## config.mk

```make
export PLATFORM = sky130hd
export DESIGN_NAME = stage_sequencer_flat
export DESIGN_NICKNAME = d
export VERILOG_FILES = /design/src/rtl/stage_sequencer_if.sv /design/src/rtl/stage_sequencer.sv /design/src/flat_wrapper.sv
export SDC_FILE = /design/constraint.sdc
export NUM_CORES = 1
export LEC_CHECK = 0
export CAP_MARGIN = 10
export CORE_UTILIZATION = 60
export DETAILED_ROUTE_END_ITERATION = 12
export DONT_BUFFER_PORTS = 1
export PLACE_DENSITY = 0.8
export SETUP_SLACK_MARGIN = 0.3
export SYNTH_ARGS = -nofsm -noshare
export SYNTH_HDL_FRONTEND = slang
export SYNTH_SLANG_ARGS = --single-unit
```

## constraint.sdc

```tcl
create_clock -name clk -period 3.75 [get_ports clk]
set_clock_uncertainty 0.05 [all_clocks]
set_input_delay 0.5625 -clock clk [delete_from_list [all_inputs] [get_ports clk]]
set_output_delay 0.5625 -clock clk [all_outputs]
set_load 0.02 [all_outputs]
```

## src/rtl/stage_sequencer_if.sv

```systemverilog
// Bundle between the game-flow sequencer and its surroundings (inputs, level controller, screen mux).
// STAGE_PAUSE_EN adds the pauseKey/paused pair.
interface stage_sequencer_if;
  logic        startOfFrame;
  logic        oneSecPulse;
  logic        startKey;
  logic        stageEnded;
  logic        stageFailed;
  logic [15:0] money;
  logic        levelEnable;
  logic [1:0]  levelIndex;
  logic [15:0] targetMoney;
  logic        secPulseOut;
  logic [2:0]  screenSel;
`ifdef STAGE_PAUSE_EN
  logic        pauseKey;
  logic        paused;
`endif

  modport master (
    output startOfFrame, oneSecPulse, startKey, stageEnded, stageFailed, money,
`ifdef STAGE_PAUSE_EN
    output pauseKey,
    input  paused,
`endif
    input  levelEnable, levelIndex, targetMoney, secPulseOut, screenSel
  );

  modport slave (
    input  startOfFrame, oneSecPulse, startKey, stageEnded, stageFailed, money,
`ifdef STAGE_PAUSE_EN
    input  pauseKey,
    output paused,
`endif
    output levelEnable, levelIndex, targetMoney, secPulseOut, screenSel
  );
endinterface

```

## src/rtl/stage_sequencer.sv

```systemverilog
// Game-flow FSM: title -> load -> play -> check -> intermission -> next level, ending in game-over or win.
// Optional feature macro STAGE_PAUSE_EN adds a pause toggle active during PLAY.
module stage_sequencer #(
  parameter int NUM_LEVELS  = 3,
  parameter int BASE_TARGET = 650,
  parameter int TARGET_STEP = 400,
  parameter int INTER_SECS  = 5
) (
  input logic              clk,
  input logic              resetN,
  stage_sequencer_if.slave bus
);

  typedef enum logic [2:0] {
    S_IDLE, S_LOAD, S_PLAY, S_CHECK, S_INTER, S_OVER, S_WIN
  } state_t;

  localparam int         CNT_W    = (INTER_SECS < 2) ? 1 : $clog2(INTER_SECS + 1);
  localparam logic [1:0] LAST_LVL = 2'(NUM_LEVELS - 1);

  state_t             state_q, state_d;
  logic [1:0]         lvl_q, lvl_d;
  logic [CNT_W-1:0]   cnt_q, cnt_d;
  logic [15:0]        target;
  logic               paused_q, paused_d;
  logic               ended_g, failed_g;

  // 17-bit sum so a large level target clamps instead of wrapping
  function automatic logic [15:0] sat_target(input logic [1:0] idx);
    logic [16:0] sum;
    sum = 17'(BASE_TARGET) + 17'(idx) * 17'(TARGET_STEP);
    return sum[16] ? 16'hFFFF : sum[15:0];
  endfunction

  assign target = sat_target(lvl_q);

`ifdef STAGE_PAUSE_EN
  assign ended_g  = bus.stageEnded  & ~paused_q;
  assign failed_g = bus.stageFailed & ~paused_q;
`else
  assign ended_g  = bus.stageEnded;
  assign failed_g = bus.stageFailed;
`endif

  always_ff @(posedge clk or negedge resetN) begin
    if (!resetN) begin
      state_q  <= S_IDLE;
      lvl_q    <= '0;
      cnt_q    <= '0;
      paused_q <= 1'b0;
    end else begin
      state_q  <= state_d;
      lvl_q    <= lvl_d;
      cnt_q    <= cnt_d;
      paused_q <= paused_d;
    end
  end

  always_comb begin
    state_d  = state_q;
    lvl_d    = lvl_q;
    cnt_d    = cnt_q;
    paused_d = 1'b0;
    case (state_q)
      S_IDLE: if (bus.startKey) begin
        state_d = S_LOAD;
        lvl_d   = '0;
      end
      S_LOAD: if (bus.startOfFrame) state_d = S_PLAY;
      S_PLAY: begin
        if (failed_g)     state_d = S_OVER;
        else if (ended_g) state_d = S_CHECK;
      end
      S_CHECK: begin
        if (bus.money >= target) begin
          if (lvl_q >= LAST_LVL) state_d = S_WIN;
          else begin
            state_d = S_INTER;
            cnt_d   = CNT_W'(INTER_SECS);
          end
        end else begin
          state_d = S_OVER;
        end
      end
      // Skip key and final tick in the same cycle still advance only one level
      S_INTER: begin
        if (bus.startKey || (bus.oneSecPulse && cnt_q == CNT_W'(1))) begin
          state_d = S_LOAD;
          if (lvl_q < LAST_LVL) lvl_d = lvl_q + 2'd1;
        end else if (bus.oneSecPulse && cnt_q != '0) begin
          cnt_d = cnt_q - CNT_W'(1);
        end
      end
      S_OVER, S_WIN: if (bus.startKey) begin
        state_d = S_IDLE;
        lvl_d   = '0;
      end
      default: state_d = S_IDLE;
    endcase
`ifdef STAGE_PAUSE_EN
    paused_d = paused_q;
    if (state_q == S_PLAY && bus.pauseKey) paused_d = ~paused_q;
    if (state_d != S_PLAY) paused_d = 1'b0;
`endif
  end

  always_comb begin
    bus.levelEnable = (state_q == S_PLAY);
    bus.levelIndex  = lvl_q;
    bus.targetMoney = target;
    bus.secPulseOut = (state_q == S_PLAY) && bus.oneSecPulse && !paused_q;
    case (state_q)
      S_IDLE:  bus.screenSel = 3'd0;
      S_INTER: bus.screenSel = 3'd2;
      S_OVER:  bus.screenSel = 3'd3;
      S_WIN:   bus.screenSel = 3'd4;
      default: bus.screenSel = 3'd1;
    endcase
  end

`ifdef STAGE_PAUSE_EN
  assign bus.paused = paused_q;
`endif

endmodule
```

## src/flat_wrapper.sv

```systemverilog
// flat-port wrapper written by rule: the top's interface ports become plain ports
module stage_sequencer_flat 
#(
  parameter int NUM_LEVELS  = 3,
  parameter int BASE_TARGET = 650,
  parameter int TARGET_STEP = 400,
  parameter int INTER_SECS  = 5
)
  (clk, resetN, bus_startOfFrame, bus_oneSecPulse, bus_startKey, bus_stageEnded, bus_stageFailed, bus_money, bus_levelEnable, bus_levelIndex, bus_targetMoney, bus_secPulseOut, bus_screenSel);
  stage_sequencer_if bus_i ();
  input logic clk;
  input logic resetN;
  input wire logic [$bits(bus_i.startOfFrame)-1:0] bus_startOfFrame;
  input wire logic [$bits(bus_i.oneSecPulse)-1:0] bus_oneSecPulse;
  input wire logic [$bits(bus_i.startKey)-1:0] bus_startKey;
  input wire logic [$bits(bus_i.stageEnded)-1:0] bus_stageEnded;
  input wire logic [$bits(bus_i.stageFailed)-1:0] bus_stageFailed;
  input wire logic [$bits(bus_i.money)-1:0] bus_money;
  output wire logic [$bits(bus_i.levelEnable)-1:0] bus_levelEnable;
  output wire logic [$bits(bus_i.levelIndex)-1:0] bus_levelIndex;
  output wire logic [$bits(bus_i.targetMoney)-1:0] bus_targetMoney;
  output wire logic [$bits(bus_i.secPulseOut)-1:0] bus_secPulseOut;
  output wire logic [$bits(bus_i.screenSel)-1:0] bus_screenSel;
  assign bus_i.startOfFrame = bus_startOfFrame;
  assign bus_i.oneSecPulse = bus_oneSecPulse;
  assign bus_i.startKey = bus_startKey;
  assign bus_i.stageEnded = bus_stageEnded;
  assign bus_i.stageFailed = bus_stageFailed;
  assign bus_i.money = bus_money;
  assign bus_levelEnable = bus_i.levelEnable;
  assign bus_levelIndex = bus_i.levelIndex;
  assign bus_targetMoney = bus_i.targetMoney;
  assign bus_secPulseOut = bus_i.secPulseOut;
  assign bus_screenSel = bus_i.screenSel;
  stage_sequencer #(.NUM_LEVELS(NUM_LEVELS), .BASE_TARGET(BASE_TARGET), .TARGET_STEP(TARGET_STEP), .INTER_SECS(INTER_SECS)) u_core (.clk(clk), .resetN(resetN), .bus(bus_i));
endmodule
```

==> results.toml <==
[sta]
slew-limit-headroom_pct = 56.2
setup_viol = 0
hold_viol_final = 0
final.setup.tns_ns = 0
rsz0062_at_grt = "no"
worst-slew-pin-transition_ns = 0.657
drv_slew = 0
min_period_ns = 2.97
fmaxAchievable_mhz = 336
fin_crit_sh_pct = 79.3

[route]
avgViaCountPerCell = 6.21
ant_nets = 0
wirelength_um = 1920
drt_pass1_iterations = 4
drt_iter0_markers = 13
vias = 826
post_drt_wl_per_cell_um = 14.4
drc = 0

[placed_design]
numPortBuffers = 0
gp_congestion = 0.817
dp_hpwl_um = 1550

[worst_setup_path]
cp_num_buf_inv = 1
critPathMaxFanout = 12
critPathCaptureType = "flip-flop"
path_class = "flip-flop to flip-flop"
cp-start-kind = "flip-flop"
rrSetupSlack_ns = 0.78
slowest_delay_ns = 0.76
crit_top_cell = "ha_1"
crit_arrival_ns = 3.07
crit_required_ns = 3.85
crit_slowest_cell = "dfrtp_1"
path_cells = "inv_1 > ha_1 > xnor2_1 > ha_1 > a211o_1 > o211ai_4 > nand4_1 > o21ai_2 > mux2_1"
cpLargestDelayFamily = "flip-flops"

[yosys]
synth_edf_count = 0
ys_warn_count = 0
synth_common_cells = "15 x ha_1, 11 x buf_4, 10 x inv_1"
synth_area_leaders = "dfrtp_1 20%, ha_1 19%, buf_4 8.1%, inv_1 3.7%, a21oi_1 3.0%"
yosysSeqAreaShare_pct = 19.8
post_synth.cell_area_avg_um2 = 8.52
synthArstFlopShare_pct = 100
ys_types = 48
syn-cell-area_um2 = 1010
netlist_instances = 119
synth_top_area_share_pct = 19.8
yosysTopAreaCell = "dfrtp_1"
synth_most_common_cell = "ha_1"
ys_seq_elements = 8
ys.flop_type = "dfrtp_1"

[clock_network]
cts_tree = "built"
clock_latency_ns = 0.26
cts_root_buffer = "clkbuf_4"
cts_resized = 0
cts_buffers = 3
cts_htree_levels = 1
cts_sinks = 8
clk_pin_slew_ns = 0.06
cts_max_path_buffers = 2

[layout]
post-route-util_pct = 64.9
drive_gt1_share_pct = 10.3
fill_cells = 134
n_antenna_cell = 0
nets = 157
area_growth_pct = -1.23

[floorplanning]
dieArea_um2 = 1860
fp.coreArea_um2 = 1540
die_h_um = 43.1
ioPinCount = 46
die_w_um = 43.1
start_util_pct = 65.7
rows = 14

[status]
run_status = "complete, no violations"

[global_route]
grt_pass1_vias = 767
antenna_found_initial = 0
grt_start_max_net_pins = 16
grt_util_all_layers_pct = 23.4
globalRoute.totalOverflow = 0
grt_pass1_wl_um = 3240

[pwr]
p_total_w = 0.000679
pwr_density_cell_nw_per_um2 = 679
leakage_nw = 0.495
vdd_drop_max_mv = 0.448

[job]
max_cap_violations = 0

[worst_hold_path]
hp-class = "input pin to flip-flop"
## path summary, 6_finish.rpt
kind / endpoint / start / cells past startpoint
max: u_core.cnt_q[2] / u_core.bus.levelIndex[1] / 9
min: u_core.state_q[1] / bus_startKey / 3
max reg2reg: u_core.cnt_q[2] / u_core.bus.levelIndex[1] / 9
min reg2reg: u_core.cnt_q[2] / u_core.cnt_q[2] / 1
max in group asynchronous: u_core.cnt_q[2] / resetN / 1
min in group asynchronous: u_core.bus.levelIndex[1] / resetN / 1
## state kept, by name, indices dropped and copies added, names as in the netlist
signal	count
u_core.state_q	3
u_core.bus.levelIndex	2
u_core.cnt_q	3
## layer usage
metal | routed length [um] | vias up | part of all wire [%] | global-route usage [%]
met5 | 0 | - | 0 | 0
met4 | 32 | 0 | 1.7 | 12.7
met3 | 90 | 3 | 4.7 | 4.26
met2 | 983 | 29 | 51 | 40.3
met1 | 807 | 389 | 42 | 26.9
li1 | - | 405 | - | -
## worst min-delay path: stages
cell and delay [ns]:
mux2i_1 0.05, nand2_1 0.06, a32oi_1 0.05
## cell families (layout without fill, tap and decap cells)
family                   Yosys count  in the layout  share of synthesized area (%)
XOR/XNOR                           1              1                          0.864
buffers and inverters             25             16                           13.8
other                              2              9                          0.741
AO/OA/AOI/OAI                     30             30                           22.0
AND/OR/NAND/NOR                   34             34                           20.2
adder cells (fa/ha/maj)           15             15                           18.5
multiplexers                       4              4                           4.07
flip-flops                         8              8                           19.8
## report_power, final
part / internal (W) / total (W) / switching [W]
combinational: 0.000159 / 0.000418 / 0.000258
clock: 0.0000369 / 0.0000700 / 0.0000331
sequential: 0.000119 / 0.000192 / 0.0000728
total: 0.000315 / 0.000679 / 0.000364
## stage by stage
stage	std cells	setup WS (ns)	hold slack, ns	cell area [um^2]
after floorplan	126	1.01	0.217	1040
after global placement	129	0.862	0.217	968
after detailed placement	129	0.775	0.217	968
after CTS	133	0.758	0.438	1000
after global routing	133	0.626	0.469	1000
final	133	0.777	0.447	1000
## final cells by class
class / instances / area, um^2 / share of cell area, %
clock buffers: 3 / 22.5 / 2.25
repair buffers: 2 / 17.5 / 1.75
well taps: 16 / 20.0 / 2.00
flip-flops and latches: 8 / 200 / 20.0
multi-input cells: 93 / 699 / 69.9
inverters: 11 / 41.3 / 4.13
## placed cells by master (no fill, tap or decap), types with 2 or more instances in the layout
master    synthesis  routed
a211o_1           2       2
a21oi_1           6       6
and3_1            2       2
and3b_1           2       2
clkbuf_4          1       3
conb_1            2       9
dfrtp_1           8       8
ha_1             15      15
inv_1            10      10
mux2i_1           3       3
nand2_1           7       7
nand2b_1          2       2
nand3_1           2       2
nand4_1           2       2
nor2_1            5       5
nor3_1            2       2
o211a_1           2       2
o21ai_1           5       5
o32ai_1           2       2
## timing repair
item | in CTS | in global routing
hold buffers | 1 | 0
buffers inserted | 0 | 0
endpoints found under the hold margin | 8 | 0
Power figures use the tool's default switching activity.
